<file path="src/rtl/fwd_source_pipe.sv">
// fwd_source_pipe: EX/MEM and MEM/WB pipeline registers that feed the operand
// forwarding network. The block also detects load-use hazards, raises a
// one-cycle stall toward IF/ID, and keeps a saturating count of stall cycles.
module fwd_source_pipe #(
   parameter int DW = 8,
   parameter int RW = 5,
   parameter int CW = 16
) (
   input  logic          clk,
   input  logic          rst,
   input  logic          ex_valid,
   input  logic [RW-1:0] ex_rd,
   input  logic          ex_regwrite,
   input  logic          ex_memread,
   input  logic [DW-1:0] ex_alu_result,
   input  logic          ex_flush,
   input  logic [RW-1:0] id_rs1,
   input  logic [RW-1:0] id_rs2,
   input  logic [DW-1:0] mem_rdata,
   output logic [RW-1:0] mem_rd,
   output logic          mem_regwrite,
   output logic          mem_memread,
   output logic [DW-1:0] alu_mem,
   output logic [RW-1:0] wb_rd,
   output logic          wb_regwrite,
   output logic [DW-1:0] wb_data,
   output logic          stall,
   output logic [CW-1:0] stall_cnt
);

   localparam logic [CW-1:0] CNT_MAX = '1;
   localparam logic [CW-1:0] CNT_ONE = CW'(1);

   // EX/MEM stage
   logic [RW-1:0] mem_rd_q,       mem_rd_d;
   logic          mem_regwrite_q, mem_regwrite_d;
   logic          mem_memread_q,  mem_memread_d;
   logic [DW-1:0] alu_mem_q,      alu_mem_d;
   // MEM/WB stage
   logic [RW-1:0] wb_rd_q,        wb_rd_d;
   logic          wb_regwrite_q,  wb_regwrite_d;
   logic [DW-1:0] wb_data_q,      wb_data_d;
   // Stall statistics
   logic [CW-1:0] stall_cnt_q,    stall_cnt_d;

   logic kill;
   logic ex_rd_nz;

   // A bubble or a flushed instruction enters MEM as an all-zero slot.
   assign kill     = !ex_valid || ex_flush;
   assign ex_rd_nz = (ex_rd != '0);

   // Load-use hazard: the loaded value only exists at WB, so the dependent
   // instruction in ID must wait one cycle. A flushed load creates no hazard.
   assign stall = ex_valid && !ex_flush && ex_memread && ex_rd_nz &&
                  ((ex_rd == id_rs1) || (ex_rd == id_rs2));

   // Next-state for both pipeline stages and the saturating stall counter.
   always_comb begin
      // NOTE: every _d gets a value on every path, so no latch can be inferred.
      mem_rd_d       = kill ? '0 : ex_rd;
      alu_mem_d      = kill ? '0 : ex_alu_result;
      mem_regwrite_d = !kill && ex_regwrite && ex_rd_nz;  // x0 is never written
      mem_memread_d  = !kill && ex_memread;

      wb_rd_d        = mem_rd_q;
      wb_regwrite_d  = mem_regwrite_q;
      // Load data appears here first; it is never placed on alu_mem.
      wb_data_d      = mem_memread_q ? mem_rdata : alu_mem_q;

      stall_cnt_d    = stall_cnt_q;
      if (stall && (stall_cnt_q != CNT_MAX)) begin
         stall_cnt_d = stall_cnt_q + CNT_ONE;
      end
   end

   // State update; reset clears both stages, discarding in-flight instructions.
   always_ff @(posedge clk) begin
      // NOTE: non-blocking assignments so every register samples pre-edge values.
      if (rst) begin
         mem_rd_q       <= '0;
         mem_regwrite_q <= 1'b0;
         mem_memread_q  <= 1'b0;
         alu_mem_q      <= '0;
         wb_rd_q        <= '0;
         wb_regwrite_q  <= 1'b0;
         wb_data_q      <= '0;
         stall_cnt_q    <= '0;
      end else begin
         mem_rd_q       <= mem_rd_d;
         mem_regwrite_q <= mem_regwrite_d;
         mem_memread_q  <= mem_memread_d;
         alu_mem_q      <= alu_mem_d;
         wb_rd_q        <= wb_rd_d;
         wb_regwrite_q  <= wb_regwrite_d;
         wb_data_q      <= wb_data_d;
         stall_cnt_q    <= stall_cnt_d;
      end
   end

   assign mem_rd       = mem_rd_q;
   assign mem_regwrite = mem_regwrite_q;
   assign mem_memread  = mem_memread_q;
   assign alu_mem      = alu_mem_q;
   assign wb_rd        = wb_rd_q;
   assign wb_regwrite  = wb_regwrite_q;
   assign wb_data      = wb_data_q;
   assign stall_cnt    = stall_cnt_q;

endmodule

</file>
<file path="config.mk">
export PLATFORM = sky130hd
export DESIGN_NAME = fwd_source_pipe
export DESIGN_NICKNAME = d
export VERILOG_FILES = /design/src/rtl/fwd_source_pipe.sv
export SDC_FILE = /design/constraint.sdc
export NUM_CORES = 1
export LEC_CHECK = 0
export CORE_AREA = 10 10 86 88
export DETAILED_ROUTE_END_ITERATION = 16
export DIE_AREA = 0 0 96 98
export HOLD_SLACK_MARGIN = 0.03
export PLACE_DENSITY_LB_ADDON = 0.1
export SLEW_MARGIN = 20
export SYNTH_ARGS = -nofsm -noshare
export SYNTH_HDL_FRONTEND = slang
export SYNTH_SLANG_ARGS = --single-unit
</file>
<file path="constraint.sdc">
create_clock -name clk -period 2.04 [get_ports clk]
set_input_delay 0.204 -clock clk [delete_from_list [all_inputs] [get_ports clk]]
set_output_delay 0.204 -clock clk [all_outputs]
set_load 0.1 [all_outputs]
</file>
### Word level (Yosys, flattened, before mapping)

Cells that the tools add are included.

* bits of input ports: 37
* output and inout port bits: 46
* word-level logic and storage cells: 28
* bits in registers: 45

* equal/unequal tests: 3
* muxes and demuxes: 1
* add/sub/neg operators: 1
* reduce and logical (&&, ||, !) cells: 15

Operator list (count)
* 16-bit by 1-bit adder with 16-bit output (second input constant): 1
* 16-bit inequality test (second input constant): 1
* 5-bit equality test: 2
* 1-bit logical AND: 8
* 8-bit two-way mux: 1
* 5-bit nonzero test: 1
* 1-bit logical NOT: 3
* 1-bit logical OR: 2
* 2-bit OR reduction: 1

### Longest topological paths before layout

Gate-level depths: netlist (run 1).

* depth after elaboration: 6
* mapped depth: 7
* depth with buffers taken out: 6

### Worst setup path before layout (run 1)

OpenSTA, ideal clock, no wires.

* kind: register -> register
* from: register stall_cnt_q[1], in the netlist stall_cnt[1]
* to: register stall_cnt_q[14], in the netlist stall_cnt[14]
* slack: -451 ps
* data required time: 1970 ps
* period minus slack after synthesis: 2491 ps
* path buffers: 0
* cell stages (with the launch flop): 6
* setup time: 70 ps
* arrival time: 2422 ps
* cell sequence: dfxtp_1 -> ha_1 -> nand3_2 -> or3_1 -> or4_1 -> a21oi_1

* word-level cells in the longest chain between the ends: 2
* elaborated cells between the ends (all ways): 3
* those cells by class: add/sub (1); eq/ne (1); reduce/logical (1)

RTL lines
* start: declaration: RTL line 44 `logic [CW-1:0] stall_cnt_q, stall_cnt_d;`
* start signal: assignment: RTL line 97 `stall_cnt_q <= stall_cnt_d;`
* parallel branches: the longest is 2 deep, another holds 16-bit by 1-bit adder with 16-bit output

Parallel ways; which one is timed is not known.
A chain may end at the register's enable or synchronous reset.

### Worst setup path in the final report (run 1)

* from: input ex_rd[4]
* to: register stall_cnt_q[11], in the netlist stall_cnt[11]

* word-level cells in the longest chain between the ends: 4
* elaborated cells between the ends (all ways): 7
* those cells by class: eq/ne (2); reduce/logical (5)

RTL lines
* start: declaration: RTL line 12 `input logic [RW-1:0] ex_rd,`
* 5-bit equality test or 5-bit nonzero test (tied branches): RTL line 56, 51
* 1-bit logical OR or 1-bit logical AND (tied branches): RTL line 56, 55
* 1-bit logical AND *: RTL line 55 `assign stall = ex_valid && !ex_flush && ex_memread && ex_rd_nz &&`
* 1-bit logical AND *: RTL line 72 `if (stall && (stall_cnt_q != CNT_MAX)) begin`

Every way passes the cells marked *; elsewhere a longest branch is shown, timed or not.

==> run summary, run 1 <==
Capturing element type of the critical path: a flip-flop. Counting I/O delays and the setup requirement, the final critical path takes 1.915 ns. The repair_antennas step left the layout with diodes totalling 0. Final number of hold-violating endpoints: 0. TritonCTS built the clock tree.

After synthesis, the most frequently instantiated cells are dfxtp_1, nor2_1, and2_1. The floorplan step defined a die boundary enclosing 0.009408 mm². The number of I/O port buffers is 82. In the final routed layout, each cell accounts on average for 13.87 µm.

The worst register-to-register path has a depth of 6. The worst path required time was 2.25 ns; the largest driver fanout on the critical path was 8. Routability-driven placement finished with a final weighted congestion of 0.7711. The area of the core is 0.005746 mm².

The initial cell density of the core came out at 0.3356. Most frequently used flop master after synthesis: dfxtp_1. The net count of the finished layout is 325. The first global-routing pass estimated 8.293 mm of wire.

The share of the clock period used by the worst path after layout was 0.9386. 83 I/O pins were placed. During synthesis, Yosys emitted a total of 0 warnings.

The tools report the combined area of all synthesized cells as 0.001928 mm². The share of synthesized flip-flops with an asynchronous set or reset was 0. The critical path in this run is classified as in -> reg. The ratio of cells with drive above 1 in the final layout was 0.3646; the count of maximum capacitance violations was 0. The worst hold path depth is 2. The maximum clock insertion buffer count is 2.

After layout, the worst setup slack is 0.1252 ns. After synthesis, the cell types taking the most area are dfxtp_1, mux2i_1, and2_1. Summed over all nets, the half-perimeter wirelength after detailed placement is 4.035 mm. Synthesis handed over a netlist of 189 instances. The clock transition time at the flip-flop clock pins of the worst setup and hold paths is 0.08 ns. The first detailed-routing pass took 4 iterations. Derived from the worst setup path, the maximum achievable clock frequency is 522.2 MHz. The tools report the number of placement rows as 28.

The final layout contains routed wiring with a total length of 5.033 mm. In this run the power density over the cells is 582.1 mW/mm². Data on the critical path arrives at its endpoint at 2.13 ns.

The worst voltage drop across the vdd grid came out at 0.0002971 V. Sequential share of the synthesized area: 0.4672. Entering global routing, the biggest net connects 33 pins. After synthesis, the mean cell area works out to 10.20 µm².

The die extent in x works out to 96 µm. The run gives 0.5178 as the headroom to the max-slew limit. In this run the static leakage power is 1.203 nW.

The post-synthesis sequential element count came out at 45. For the power consumption, the log shows 1.718 mW. OpenSTA, run right after detailed placement, puts the worst setup slack at -0.1841 ns. The run finished with clean final reports. The post-synthesis net count was 227. Setup repair after global routing left no endpoint under its margin. The tools report the clock sink total as 45.

The netlist uses 37 different library cells. The total overflow left after global routing is 0. The setup clock skew after layout was 0.003065 ns. Hold repair after CTS inserted 0 buffers. The run gives 0.1083 as the total routing usage reported by global routing.

The max-slew violation count was 0; the layout overhead on the synthesized area was 53.08%. For the pin with the worst max-slew slack, the measured transition is 0.7190 ns. The detailed router finished its first iteration with 50 violations.

For this run, design rule violations remaining after detail routing come to 0. The synthesized design contains 0 enable-type register cells. Height of the die: 98 µm.

The tools report the kind of launch point of the worst setup path as an input pin. The tightest min-delay check is of the in -> reg type. The synthesized design spends more area on one cell type than any other, namely dfxtp_1.

Clock tree synthesis inserted a total of 5 buffers. Detailed routing inserted a total of 1669 vias. The number of placed instances, taps included, is 353. The clock reaches the later pin of the worst-skew pair after 0.29 ns. The CTS root buffer was clkbuf_8. In the routed layout, each cell is associated on average with a via count of 4.598. The initial antenna violation count was 0. By instance count, the leading cell after synthesis is dfxtp_1.

The residual antenna-violating net count after detailed routing came out at 0. CTS built an H-tree with a depth of 2. For the number of global-route vias before repair, the log shows 1681. The setup violation total in the final timing report was 0; the share of Yosys cell area claimed by the top area cell type was 0.4672. The finished layout holds 363 standard cells, fillers aside.
logic make-up (layout without fill, tap and decap cells):
logic type | Yosys count | in the layout | synth area share
and+or+nand+nor | 85 | 85 | 0.2706
muxes | 14 | 14 | 0.07592
AOI/OAI and AO/OA | 23 | 24 | 0.09280
xor gates and xnor gates | 10 | 10 | 0.04542
DFF | 45 | 45 | 0.4672
buffers and inverters | 11 | 109 | 0.04152
adders and majority gates | 1 | 1 | 0.006488
per-layer routing:
| metal | wire, µm | GRT usage | up-vias | part of all wire |
|---|---|---|---|---|
| li1 | - | - | 865 | - |
| met1 | 1934 | 0.1179 | 743 | 0.38 |
| met2 | 2580 | 0.1833 | 57 | 0.51 |
| met3 | 473 | 0.05054 | 4 | 0.094 |
| met4 | 44 | 0.02724 | 0 | 0.0087 |
| met5 | 0 | 0 | - | 0 |
final timing paths:
path,from,to,slack [ns]
min,ex_rd[3],mem_rd[3],0.27
min reg2reg,mem_rd[1],wb_rd[1],0.47
max reg2reg,stall_cnt[0],stall_cnt[14],0.16
max,ex_rd[4],stall_cnt[11],0.13
layout make-up:
cell class	count	area, µm²
tap	75	93.84
clock buffer	7	76.32
sequential	45	925.9
fill	571	2794
inverter	1	3.754
clock inverter	1	6.256
timing repair buffer	100	875.8
multi-input combinational	134	969.7
through the flow:
stage | TNS, ns | instance area [µm²] | hold slack, ns | util
detailed placement | -2.315 | 2831 | 0.4567 | 0.4928
floorplan | 0 | 1956 | 0.3201 | -
global route | 0 | 2952 | 0.2847 | 0.5137
finish | 0 | 2952 | 0.2702 | 0.5137
CTS | 0 | 2922 | 0.4248 | 0.5085
global placement | -1.750 | 2831 | 0.4525 | 0.4928
report_power, final:
part           leakage [nW]  total [mW]  switching, mW  internal [mW]
clock                0.0428       0.524          0.281          0.243
sequential            0.373       0.896        0.00763          0.889
combinational         0.787       0.298          0.177          0.121
total                  1.20        1.72          0.465           1.25
cell usage in the layout, fill, tap and decap left out, drive strengths merged:
cell type,n
a21oi,11
a22oi,1
and2,14
and4,2
buf,64
clkbuf,7
clkdlybuf4s50,32
dfxtp,45
dlymetal6s2s,4
ha,1
inv,2
mux2,5
mux2i,9
nand2,5
nand2b,2
nand3,7
nand3b,1
nand4,3
nor2,19
nor2b,12
nor3,4
nor3b,1
nor4,3
nor4b,2
o21ba,1
o31ai,10
o41ai,1
or3,1
or4,8
or4b,1
xor2,10
critical path, cell delays in order:
cell and delay, ns:
clkdlybuf4s50_1 0.49, xor2_1 0.20, nor3_2 0.13, a22oi_2 0.12, buf_4 0.18, buf_4 0.15, or4_1 0.50, a21oi_1 0.15
registers in the layout (all words and copies together), names as in the netlist:
register,flops
wb_regwrite,1
wb_rd,5
wb_data,8
mem_regwrite,1
mem_rd,5
alu_mem,8
mem_memread,1
stall_cnt,16
what timing repair did:
item	CTS	global route
cloned	0	1
gates resized for setup	0	6
pin swaps	1	1
endpoints found under the setup margin	1	13
setup buffers	1	0
Power figures use the tool's default switching activity.
==> run 2: changes to the inputs <==
- CAP_MARGIN: default -> 20
- clock period: 2.04 -> 2.1 ns (I/O delays scaled with it)
==> run summary, run 2 (synthesis results as in run 1) <==
The switching power of the nets came out at 475.7 µW (+2.3%). The worst hold path terminates at mem_rd[3]. The met1 demand-to-capacity share in global routing came out at 0.1226 (+0.004685).

The worst stage delay on the critical path came out at 0.55 ns (+0.05 ns). For the setup clock skew after layout, the log shows 0.006055 ns (+0.002990 ns). The mean number of vias per cell works out to 4.652 (+1.2%). The logs give 8.404 mm (+1.3%) for the global-route wire length before repair and 0.29 ns (about the same) for the clock latency reported for the late side of the worst-skew pair.

The final core utilization came out at 0.5115 (-0.002178). The run gives 2 (unchanged) as the level count of the clock H-tree. The slew at the pin with the worst max-slew slack was 0.6170 ns (-0.1021 ns). In this run the most used layer during global routing was met2. The largest individual stage delay along the critical path comes from the cell clkdlybuf4s50_1.

The run gives 0 (unchanged) as the initial antenna violation count. The height of the die works out to 98 µm (unchanged). STA classifies the critical path startpoint as an input pin.

The clock period could shrink to 2.032 ns. The aggregate negative setup slack came out at 0 ns (unchanged). The final number of hold-violating endpoints was 0 (unchanged). Setup repair after global routing could not meet its margin everywhere. The largest driver fanout on the critical path was 12 (+4). The cell sitting at the root of the clock tree is a clkbuf_8. The number of placement rows came out at 28 (unchanged). The startpoint identified for the worst register-to-register timing path is stall_cnt[0]. The logs give 0.7510 (-2.6%) for the routability-driven placement congestion ratio and 0.002939 mm² (-0.42%) for the post-route cell area. The placement-stage cell area is 0.002801 mm² (-1.1%).

For the relative contribution of sequential cells to total power, the log shows 0.480 (-0.042). The aggregate routed wire length came out at 5.154 mm (+2.4%). The number of optimization iterations in the first detailed-route pass is 4 (unchanged).

The startpoint identified for the worst hold timing path is ex_rd[3]. The clock sink total was 45 (unchanged); the register-to-register setup slack was 0.21 ns (+0.05 ns). The tools report the number of clock buffers inserted by TritonCTS as 5 (unchanged). The logs give 0.0003466 V (+17%) for the worst voltage drop across the vdd grid and 0.04824 (-0.002297) for the met3 usage in global routing.

The residual antenna-violating net count after detailed routing is 0 (unchanged), and the final routed DRC violation total is 0 (unchanged). The number of flip-flops in the largest register came out at 16 (unchanged). The max-slew violation count was 0 (unchanged); the share of the clock period used by the worst path after layout was 0.9675.

TritonCTS built the clock tree. The floorplan die area was 0.009408 mm² (unchanged). The run gives 0 (unchanged) as the count of maximum capacitance violations.

The count of buffer and inverter cells on the critical path came out at 3 (unchanged). The number of I/O port buffers is 82 (unchanged), and the average detailed-routed wire length per instance is 14.36 µm (+3.5%). Clock transition time at the flip-flop clock pins of the worst setup and hold paths: 0.09 ns (about the same). The worst hold path depth is 2 (unchanged), and the layout overhead on the synthesized area is 52.43%. The die extent in x is 96 µm (unchanged), and the peak clock frequency supported by timing is 492.2 MHz. The tools report the setup violation total in the final timing report as 0 (unchanged). The endpoint of the worst register-to-register path is stall_cnt[14]. The run gives 26 (-21%) as the pin count of the biggest net entering global routing. Met2 demand-to-capacity share in global routing: 0.1859 (+0.002589).

Capturing element type of the critical path: an output pin. Maximum clock insertion buffer count: 2 (unchanged). The overall via count from detail_route was 1670 (+0.060%); the cell depth of the worst flop-to-flop path was 6 (unchanged). The setup path with the least slack is of type in -> out. The static leakage is 1.182 nW (-1.7%). The ratio of cells with drive above 1 in the final layout was 0.3556 (-0.008950); the total routing usage reported by global routing was 0.1111 (+0.002822). The min-delay analysis places its worst path in the category in -> reg. The logs give 359 (-1.1%) for the number of standard cells in the layout, taps in and fillers out and 1.338 mW (+6.8%) for the internal power contribution. The number of cells after detailed placement was 349 (-1.1%). In the layout the commonest cells are buf_4, clkdlybuf4s50_1, dfxtp_1. The signal on the critical path passes through clkdlybuf4s50_1, xor2_1, nor2_1, a22oi_2, buf_12, nor2b_2, buf_12.

The tools report the worst path arrival time as 1.82 ns (-0.31 ns). For the count of nets after finishing, the log shows 321 (-1.2%). Initial cell density of the core: 0.3356 (unchanged). For the number of antenna diodes, the log shows 0 (unchanged). The total power density per cell area is 617.2 mW/mm² (+6.0%).

The flow ran to the end, and the final reports show no timing, DRC or antenna violations. The worst path required time came out at 1.89 ns (-0.36 ns). The tools report the initial detailed-routing violation count as 44 (-12%).

The fraction of power consumed by the clock network is 0.360 (+0.055), and the number of global-route vias before repair is 1715 (+2.0%). The top-level port count came out at 83 (unchanged). The portion of total power attributed to combinational logic is 0.160 (-0.013).

The most common library cell in the layout ignoring fill and taps was buf_4. Counting stages on the worst path, the most repeated cell is buf_12. The headroom to the max-slew limit is 0.5862 (+0.06845). The tools report the area of the core as 0.005746 mm² (unchanged). Kind of cell adding the most delay to the critical path: buffers and inverters. The switching fraction of total power is 0.2623 (-0.008359). The final HPWL from detailed placement is 4.102 mm (+1.7%), and the overall overflow remaining after global route is 0 (unchanged).
-- run 2: cell types whose count changed in the layout (fill, tap and decap cells not counted), sizes merged --
cell	change
buf	-4
clkbuf	-2
bufinv	+1
clkinv	+1
clkdlybuf4s50	+2
dlymetal6s2s	-2
-- run 2: per-stage QoR --
stage	power, mW	hold slack [ns]	setup slack (ns)
floorplan	1.064	0.3261	0.07375
global placement	1.180	0.4479	-0.07822
detailed placement	1.181	0.4567	-0.1050
CTS	1.839	0.4290	0.03566
global route	1.902	0.2745	-0.01801
finish	1.814	0.2574	0.06824
-- run 2: final cells by class --
class	count	area, µm²
fill	568	2806
multi-input combinational	134	962.2
sequential	45	925.9
timing repair buffer	96	840.8
tap	75	93.84
clock buffer	5	68.82
clock inverter	3	43.79
inverter	1	3.754
-- run 2: timing repair --
item | 4_1_cts | 5_1_grt
setup buffers | 0 | 1
endpoints found under the setup margin | 0 | 3
hold buffers | 0 | 0
resized for setup | 0 | 2
-- run 2: worst max path at each step --
| stage | endpoint | start | depth (start not counted) |
|---|---|---|---|
| 2_1_floorplan | stall_cnt[14] | stall_cnt[8] | 5 |
| 3_3_place_gp | stall_cnt[5] | ex_rd[2] | 6 |
| 3_5_place_dp | stall_cnt[13] | ex_rd[3] | 7 |
| 4_1_cts | stall | ex_rd[4] | 7 |
| 5_1_grt | stall | ex_rd[0] | 7 |
| 6_report | stall | ex_rd[2] | 7 |
-- run 2: power groups by stage --
stage	logic (mW)	clock network [mW]	registers, mW
after global placement	0.290	0	0.890
after global routing	0.310	0.721	0.872
after floorplan	0.0752	0	0.989
final	0.291	0.654	0.870
after detailed placement	0.291	0	0.890
after CTS	0.291	0.678	0.870
-- run 2: layer usage --
layer	wire (µm)	vias to the layer above
li1	-	854
met4	55	0
met1	2041	761
met2	2656	50
met5	0	-
met3	400	5
==> run 3: changes to the inputs <==
- CAP_MARGIN: 20 -> 40
- CORE_AREA: 10 10 86 88 -> 10 10 94 80
- DIE_AREA: 0 0 96 98 -> 0 0 104 90
==> run summary, run 3 (synthesis results as in run 1) <==
The tools report the number of hold buffers added after cts as 0 (unchanged). The slew at the pin with the worst max-slew slack works out to 0.7030 ns (+0.08601 ns). The number of global-route vias before repair came out at 1656 (-3.4%). The run gives 320 (-0.31%) as the count of nets after finishing. For the count of maximum capacitance violations, the log shows 0 (unchanged). The logs give 354 (+1.4%) for the number of cells after detailed placement and 8.355 mm (-0.58%) for the global-route wire length before repair.

The run gives 0 (unchanged) as the residual antenna-violating net count after detailed routing. The run gives 0 (unchanged) as the overall overflow remaining after global route. The floorplan die area is 0.009360 mm² (-0.51%), and the final routed DRC violation total is 0 (unchanged). Peak clock frequency supported by timing: 511.1 MHz (+3.8%).

CTS root buffer: clkbuf_8. The path class of the tightest hold or removal check is in -> reg. The worst path arrival time is 1.75 ns (-0.07 ns), and the area of the core is 0.005693 mm² (-0.91%). The tools report the capturing element type of the critical path as an output pin.

The time the final worst path needs with I/O delays and setup came out at 1.957 ns (-0.07523 ns). The headroom to the max-slew limit came out at 0.5285 (-0.05768). The critical path goes through clkdlybuf4s50_1, xor2_1, nor3_2, a22oi_2, buf_4, nor2b_2, buf_12. The number of flip-flops in the largest register came out at 16 (unchanged).

The run gives 1.146 nW (-3.1%) as the static leakage. The tools report the level count of the clock H-tree as 2 (unchanged). The run finished with clean final reports. The largest driver fanout on the critical path was 4 (-8); the clock sink total was 45 (unchanged). Number of standard cells in the layout, taps in and fillers out: 364 (+1.4%).

Final number of hold-violating endpoints: 0 (unchanged). Initial cell density of the core: 0.3387 (+0.003098). The routability-driven placement congestion ratio was 0.7439 (-0.95%).

The initial antenna violation count was 0 (unchanged). The tools report the hold slack as 0.4406 ns (+0.1832 ns). In the layout the commonest cells are buf_4, clkdlybuf4s50_1, dfxtp_1.

The run gives 31 (+19%) as the pin count of the biggest net entering global routing. The master of the slowest instance on the critical path was clkdlybuf4s50_1. The run gives 5.175 mm (+0.41%) as the aggregate routed wire length. Kind of launch point of the worst setup path: an input pin. The layout overhead on the synthesized area works out to 51.07%.

The die extent in x came out at 104 µm (+8.3%). The number of placement rows was 25 (-11%); the worst path required time was 1.89 ns (about the same). For the number of optimization iterations in the first detailed-route pass, the log shows 4 (unchanged). The number of clock buffers inserted by TritonCTS was 5 (unchanged); the height of the die was 90 µm (-8.2%). The average detailed-routed wire length per instance came out at 14.22 µm (-0.97%). The number of I/O port buffers was 82 (unchanged).

The clock transition time at the flip-flop clock pins of the worst setup and hold paths was 0.08 ns (about the same); the total power density per cell area was 580.1 mW/mm² (-6.0%). For the maximum clock insertion buffer count, the log shows 2 (unchanged). The library cell used most frequently in the layout, excluding fill and tap cells, is buf_4.

The clock latency reported for the late side of the worst-skew pair came out at 0.29 ns (about the same). The final HPWL from detailed placement is 4.042 mm (-1.5%). Worst stage delay on the critical path: 0.49 ns (-0.06 ns).

The setup clock skew after layout is 0.01056 ns (+0.004502 ns), and the top-level port count is 83 (unchanged). For the number of antenna diodes, the log shows 0 (unchanged). Ratio of cells with drive above 1 in the final layout: 0.3569 (+0.001257). The max-slew violation count was 0 (unchanged).

The worst setup path is of the in -> out kind. The overall via count from detail_route is 1692 (+1.3%). The mean number of vias per cell was 4.648 (about the same). The final core utilization was 0.5116 (about the same); the setup violation total in the final timing report was 0 (unchanged).

For the total routing usage reported by global routing, the log shows 0.1071 (-0.004033). The worst voltage drop across the vdd grid is 0.0002631 V (-24%), and the share of the clock period used by the worst path after layout is 0.9317 (-0.03583). The initial detailed-routing violation count came out at 68 (+55%). TritonCTS built the clock tree.
==> run 3: changes by cell type in the layout (fill, tap and decap cells not counted) <==
cell | before | now
nor3_2 | 2 | 3
nor3_1 | 2 | 1
inv_6 | 1 | 0
dlymetal6s2s_1 | 2 | 0
clkdlybuf4s50_1 | 34 | 36
clkinv_2 | 1 | 2
clkinvlp_4 | 0 | 1
bufinv_16 | 1 | 0
buf_4 | 58 | 57
==> run 3: power by group <==
part           leakage (nW)  total (mW)  switching [mW]  internal [mW]
combinational         0.729       0.290           0.172          0.117
clock                0.0439       0.529           0.299          0.230
sequential            0.373       0.871         0.00742          0.864
==> run 3: path summary, 6_finish.rpt <==
path                            depth (start not counted)  slack [ns]          from             to
worst max register to register                          6        0.18  stall_cnt[0]  stall_cnt[14]
worst min register to register                          1        0.47     mem_rd[3]       wb_rd[3]
worst max-delay path                                    7        0.14      ex_rd[3]          stall
worst min-delay path                                    3        0.44   ex_regwrite   mem_regwrite
==> run 3: cell type report <==
type,count,area (µm²)
sequential,45,925.9
clock inverter,3,17.52
multi-input combinational,134,967.2
fill,558,2780
tap,81,101.3
inverter,1,3.754
clock buffer,5,68.82
timing repair buffer,95,828.3
==> run 3: through the flow <==
step / area [µm²] / setup slack [ns] / total power, mW / setup TNS, ns
after floorplan: 1956 / 0.07375 / 1.064 / 0
after detailed placement: 2801 / -0.09650 / 1.181 / -0.9663
after global placement: 2801 / -0.1017 / 1.178 / -0.6542
after global routing: 2913 / -0.006016 / 1.763 / -0.006016
final: 2913 / 0.1435 / 1.690 / 0
after CTS: 2888 / 0.01525 / 1.710 / 0
==> run 3: timing repair <==
action | in CTS | in global routing
resized for setup | 0 | 1
setup buffers | 0 | 1
endpoints found under the setup margin | 0 | 3
==> run 3: layer usage <==
layer  global-route usage  part of all wire  vias to the layer above
met5                    0                 0                        -
met4              0.03819             0.010                        0
met3              0.05777              0.11                        4
met2               0.1693              0.46                       64
met1               0.1197              0.42                      770
li1                     -                 -                      854
==> run 3: worst max-delay path, delay by kind of cell <==
family	cells	cell delay, ns
buffers and inverters	3	0.84
and+or+nand+nor	2	0.36
AOI/OAI and AO/OA	1	0.13
xor gates and xnor gates	1	0.21
